## src/rtl/requant_pkg.sv

```systemverilog
// requant_pkg: shared widths, config register addresses and int32 limits
// for the conv1d requantisation stage.
package requant_pkg;
    localparam int ACC_W_DEF = 32;
    localparam int OUT_W_DEF = 8;
    localparam logic [2:0] CFG_BIAS    = 3'd0;
    localparam logic [2:0] CFG_MULT    = 3'd1;
    localparam logic [2:0] CFG_SHIFT   = 3'd2;
    localparam logic [2:0] CFG_OFFSET  = 3'd3;
    localparam logic [2:0] CFG_ACT_MIN = 3'd4;
    localparam logic [2:0] CFG_ACT_MAX = 3'd5;
    localparam logic signed [31:0] INT32_MIN = 32'sh8000_0000;
    localparam logic signed [31:0] INT32_MAX = 32'sh7fff_ffff;
endpackage

```

## src/rtl/requant_srdhm.sv

```systemverilog
// requant_srdhm: registered saturating rounding doubling high multiply.
module requant_srdhm
    import requant_pkg::*;
#(
    parameter int ACC_W = ACC_W_DEF
) (
    input  logic                    clk,
    input  logic                    rst_n,
    input  logic                    en,
    input  logic signed [ACC_W-1:0] x,
    input  logic signed [ACC_W-1:0] mult,
    output logic signed [ACC_W-1:0] y
);
    localparam logic signed [ACC_W-1:0] MIN = {1'b1, {(ACC_W-1){1'b0}}};
    localparam logic signed [ACC_W-1:0] MAX = ~MIN;
    localparam logic signed [2*ACC_W-1:0] NUDGE_POS = (2*ACC_W)'(1) <<< (ACC_W-2);
    localparam logic signed [2*ACC_W-1:0] NUDGE_NEG = (2*ACC_W)'(1) - NUDGE_POS;

    logic signed [2*ACC_W-1:0] prod, sum, quo;
    logic sat, round_up;

    always_comb begin
        sat = (x == MIN) && (mult == MIN);
        prod = (2*ACC_W)'(x) * (2*ACC_W)'(mult);
        sum = prod + (prod[2*ACC_W-1] ? NUDGE_NEG : NUDGE_POS);
        quo = sum >>> (ACC_W-1);
        // arithmetic shift floors; bump negatives with a remainder to truncate toward zero
        round_up = sum[2*ACC_W-1] && (|sum[ACC_W-2:0]);
    end

    always_ff @(posedge clk or negedge rst_n) begin
        if (!rst_n)
            y <= '0;
        else if (en)
            y <= sat ? MAX : ACC_W'(quo) + ACC_W'(round_up);
    end
endmodule

```

## src/rtl/requant_stage.sv

```systemverilog
// requant_stage: 3-stage requantiser (bias+shift, SRDHM, rounding shift,
// offset, clamp) with valid/ready flow control and a busy-gated config bank.
module requant_stage
    import requant_pkg::*;
#(
    parameter int ACC_W = ACC_W_DEF,
    parameter int OUT_W = OUT_W_DEF
) (
    input  logic             clk,
    input  logic             rst_n,
    input  logic             cfg_we,
    input  logic [2:0]       cfg_addr,
    input  logic [ACC_W-1:0] cfg_data,
    input  logic             in_valid,
    output logic             in_ready,
    input  logic [ACC_W-1:0] in_acc,
    output logic             out_valid,
    input  logic             out_ready,
    output logic [OUT_W-1:0] out_data,
    output logic             busy,
    output logic             cfg_err
);
    logic signed [ACC_W-1:0] bias, mult, shift, offset, act_min, act_max;
    logic signed [ACC_W-1:0] bias_eff, shift_eff, x_sum, x_next, s1_x, s2_y, y_shr, y_rnd;
    logic signed [ACC_W:0]   y_off, y_clamp;
    logic [ACC_W-1:0]        e, mask, rem, thr;
    logic                    v1, v2, en, cfg_ok;

    assign en       = !out_valid || out_ready;
    assign in_ready = en;
    assign busy     = v1 || v2 || out_valid;
    assign cfg_ok   = cfg_we && !busy;

    // a write landing on the same edge as an accept must already steer S1
    always_comb begin
        bias_eff  = (cfg_ok && cfg_addr == CFG_BIAS) ? $signed(cfg_data) : bias;
        shift_eff = (cfg_ok && cfg_addr == CFG_SHIFT) ? $signed(cfg_data) : shift;
        x_sum     = $signed(in_acc) + bias_eff;
        x_next    = (shift_eff > 0) ? (x_sum << shift_eff) : x_sum;
    end

    requant_srdhm #(.ACC_W(ACC_W)) u_srdhm (
        .clk  (clk),
        .rst_n(rst_n),
        .en   (en),
        .x    (s1_x),
        .mult (mult),
        .y    (s2_y)
    );

    always_comb begin
        e       = -shift;
        mask    = (ACC_W'(1) << e) - ACC_W'(1);
        rem     = s2_y & mask;
        thr     = (mask >> 1) + {{(ACC_W-1){1'b0}}, s2_y[ACC_W-1]};
        y_shr   = s2_y >>> e;
        y_rnd   = (shift < 0) ? y_shr + ACC_W'(rem > thr) : s2_y;
        y_off   = (ACC_W+1)'(y_rnd) + (ACC_W+1)'(offset);
        y_clamp = (y_off < (ACC_W+1)'(act_min)) ? (ACC_W+1)'(act_min) :
                  (y_off > (ACC_W+1)'(act_max)) ? (ACC_W+1)'(act_max) : y_off;
    end

    always_ff @(posedge clk or negedge rst_n) begin
        if (!rst_n) begin
            v1        <= 1'b0;
            v2        <= 1'b0;
            out_valid <= 1'b0;
            s1_x      <= '0;
            out_data  <= '0;
        end else if (en) begin
            v1        <= in_valid;
            v2        <= v1;
            out_valid <= v2;
            s1_x      <= x_next;
            out_data  <= OUT_W'(y_clamp);
        end
    end

    always_ff @(posedge clk or negedge rst_n) begin
        if (!rst_n) begin
            bias    <= '0;
            mult    <= '0;
            shift   <= '0;
            offset  <= '0;
            act_min <= ACC_W'(-128);
            act_max <= ACC_W'(127);
            cfg_err <= 1'b0;
        end else begin
            cfg_err <= cfg_err || (cfg_we && busy);
            if (cfg_ok) begin
                case (cfg_addr)
                    CFG_BIAS:    bias    <= cfg_data;
                    CFG_MULT:    mult    <= cfg_data;
                    CFG_SHIFT:   shift   <= cfg_data;
                    CFG_OFFSET:  offset  <= cfg_data;
                    CFG_ACT_MIN: act_min <= cfg_data;
                    CFG_ACT_MAX: act_max <= cfg_data;
                    default: ;
                endcase
            end
        end
    end
endmodule

```

## config.mk

```make
export PLATFORM = sky130hd
export DESIGN_NAME = requant_stage
export DESIGN_NICKNAME = d
export VERILOG_FILES = /design/src/rtl/requant_pkg.sv /design/src/rtl/requant_srdhm.sv /design/src/rtl/requant_stage.sv
export SDC_FILE = /design/constraint.sdc
export NUM_CORES = 2
export LEC_CHECK = 0
export CORE_ASPECT_RATIO = 0.75
export CORE_MARGIN = 2
export CORE_UTILIZATION = 70
export CTS_CLUSTER_SIZE = 24
export DETAILED_ROUTE_END_ITERATION = 6
export DONT_BUFFER_PORTS = 1
export PLACE_DENSITY = 0.92
export SLEW_MARGIN = 20
export SYNTH_ARGS = -nofsm -noshare
export SYNTH_HDL_FRONTEND = slang
export SYNTH_SLANG_ARGS = --single-unit
```

## constraint.sdc

```tcl
create_clock -name clk -period 25.1 [get_ports clk]
set_input_delay 3.765 -clock clk [delete_from_list [all_inputs] [get_ports clk]]
set_output_delay 3.765 -clock clk [all_outputs]
set_load 0.02 [all_outputs]
```

==> flow_summary.json <==
{
  "cts.htree.levels": 1,
  "route.layer.met1.wl_mm": 76.9,
  "groute.usage.overall_pct": 45.7,
  "crit_slowest_cell": "dfrtp_1",
  "cts_resized": 0,
  "cts_buffers": 28,
  "root_buffer": "clkbuf_16",
  "top_layer": "met5",
  "drc": 11,
  "grt_overflow_total": 0,
  "grt_pass1_wl_mm": 323,
  "hp-class": "reg2reg",
  "grt_pass1_vias": 55829,
  "syn_nets": 8760,
  "initial_core_util_pct": 70.8,
  "crit_fanout": 33,
  "cts.sinks": 268,
  "synthArstFlopShare_pct": 100,
  "coreArea_mm2": 0.0880,
  "clock_latency_ns": 0.64,
  "vias_per_cell": 6.67,
  "drive_gt1_share_pct": 7.05,
  "hold_depth": 1,
  "holdBufCountCts": 0,
  "drt_iter0_drc": 7421,
  "end_kind": "flop",
  "drv_cap": 0,
  "crit_top_cell": "fa_1",
  "slew_headroom_pct": 17.1,
  "antenna_left": 0,
  "fin_setup_tns_ns": 0,
  "top_level_ports": 84,
  "postCtsSetupBuffers": 0,
  "drt-total-wl_mm": 206,
  "setup_viol": 0,
  "synth_area_mm2": 0.0623,
  "antenna_found_initial": 10,
  "ys_seq_area_share_pct": 10.8,
  "syn_inst": 7216,
  "required_ns": 25.55,
  "rows": 94,
  "layout_commonest_cell": "inv_1",
  "place_ws_ns": 9.38,
  "status": "finished with violations",
  "finClkSkew_ns": 0.0577,
  "hold_violations": 0,
  "cp.arrival_ns": 16.72,
  "gp_congestion": 1.07,
  "ys.flop_type": "dfrtp_1",
  "die-area_mm2": 0.0914,
  "cts_buffer_depth": 3,
  "slew_viol_final": 0,
  "violations": "design-rule violations",
  "wl_per_cell_um": 25.3,
  "syn_avg_cell_area_um2": 8.63,
  "cts_tree": "done",
  "cpPeakStageDelay_ns": 0.84,
  "path_clk_slew_ns": 0.07,
  "layout.nets": 8504,
  "finalCritPeriodShare_pct": 64.8,
  "rsz0062_at_grt": "no",
  "grt_max_degree": 269,
  "io_buffers": 0,
  "syn_to_final_growth_pct": 2.99,
  "startpoint_type": "flop",
  "layout_common_cells": "inv_1, fa_1, nand2_1",
  "min_period_ns": 16.28,
  "die_h_um": 262,
  "drtPass1Iterations": 7,
  "setup_ws_ns": 8.82,
  "synth_edf_count": 0,
  "tightest_slew_ns": 1.23,
  "crit_type": "reg2reg",
  "synth_cell_type_count": 100,
  "route.met3.wl_mm": 35.5,
  "yosys_warnings": 0,
  "fp.dieW_um": 348,
  "dpl.hpwl_mm": 159,
  "fmax_mhz": 61.4,
  "vias": 54327,
  "dr_wl_met2_mm": 83.8,
  "r2r_cells": 52,
  "ys_ff_latch": 268
}
## Yosys cell counts (19+ instances only)
cell type  number  area (um^2)
a211oi_1       34          255
a21o_1         98          736
a21oi_1       301         1510
a221oi_1       22          193
a31oi_1        43          269
and2_1        282         1760
and3_1         36          225
buf_1          19         71.3
clkbuf_1      363         1360
dfrtp_1       236         5910
dfstp_2        32          841
fa_1         1084        21700
ha_1          388         4850
inv_1        1263         4740
mux2_2        209         2350
mux2i_1        91          911
nand2_1      1042         3910
nand2b_1       77          482
nand3_1        92          460
nand4_1        75          469
nor2_1        335         1260
nor2b_1        54          338
nor3_1         94          470
nor4_1         51          319
o211ai_1       35          263
o21a_1         35          263
o21ai_0       218         1090
o31ai_1        26          195
or3_1          34          213
xnor2_1       156         1370
xor2_1         70          613
## logic make-up (layout without fill, tap and decap cells)
family	after synthesis	in the layout	share of synthesized area, %
XOR/XNOR	227	227	3.22
multiplexers	305	305	5.40
buffers and inverters	1662	1428	10.1
adder cells (fa/ha/maj)	1472	1472	42.6
flip-flops	268	268	10.8
AND/OR/NAND/NOR	2264	2264	17.3
AO/OA/AOI/OAI	1018	1018	10.6
other	0	12	0
## metal layers
metal  track usage [%]  vias to the layer above
li1                  -                    22503
met1              62.9                    26600
met2              63.6                     4398
met3              19.9                      820
met4              18.0                        6
met5             0.314                        -
## path summary, 6_finish.rpt
| path | start | endpoint | slack, ns |
|---|---|---|---|
| worst max register to register | s1_x[15]$_DFFE_PN0P_ | u_srdhm.y[28]$_DFFE_PN0P_ | 8.82 |
| worst min register to register | act_max[27]$_DFFE_PN0P_ | act_max[27]$_DFFE_PN0P_ | 0.51 |
| max in group asynchronous | rst_n | u_srdhm.y[26]$_DFFE_PN0P_ | 21.70 |
| worst max-delay path | s1_x[15]$_DFFE_PN0P_ | u_srdhm.y[28]$_DFFE_PN0P_ | 8.82 |
| min in group asynchronous | rst_n | out_data[6]$_DFFE_PN0P_ | 2.82 |
| worst min-delay path | act_max[27]$_DFFE_PN0P_ | act_max[27]$_DFFE_PN0P_ | 0.51 |
## registers in the layout, summed over array words and instances (netlist names)
name / flops
v1: 1
shift: 32
v2: 1
out_data: 8
cfg_err: 1
act_max: 32
act_min: 32
bias: 32
offset: 32
u_srdhm.y: 32
mult: 32
out_valid: 1
s1_x: 32
## metrics by stage
stage | cells | hold slack [ns] | utilization [%] | area [um^2]
after floorplan | 7216 | 0.454 | - | 62300
after global placement | 8082 | 0.476 | 71.8 | 63100
after detailed placement | 8082 | 0.492 | 71.8 | 63100
after CTS | 8134 | 0.508 | 72.9 | 64100
after global routing | 8136 | 0.519 | 72.9 | 64100
final | 8146 | 0.508 | 72.9 | 64100
## cell type report
type | instances | area [um^2]
antenna | 12 | 30.0
clock buffer | 34 | 763
clock inverter | 18 | 206
fill | 6189 | 23800
inverter | 1268 | 4760
multi-input combinational | 5286 | 49400
sequential | 268 | 6750
tap | 1152 | 1440
timing repair buffer | 108 | 811
## worst max-delay path: cells and delay by family (launching register included)
family / cells / cell delay [ns]
DFF: 1 / 0.84
AOI/OAI and AO/OA: 19 / 5.39
adders and majority gates: 12 / 5.25
and+or+nand+nor: 12 / 2.96
buffers and inverters: 7 / 1.27
xor gates and xnor gates: 2 / 0.33
Power is not shown: default switching activity piles up to over one toggle a cycle in this logic, so the estimate is an artifact.
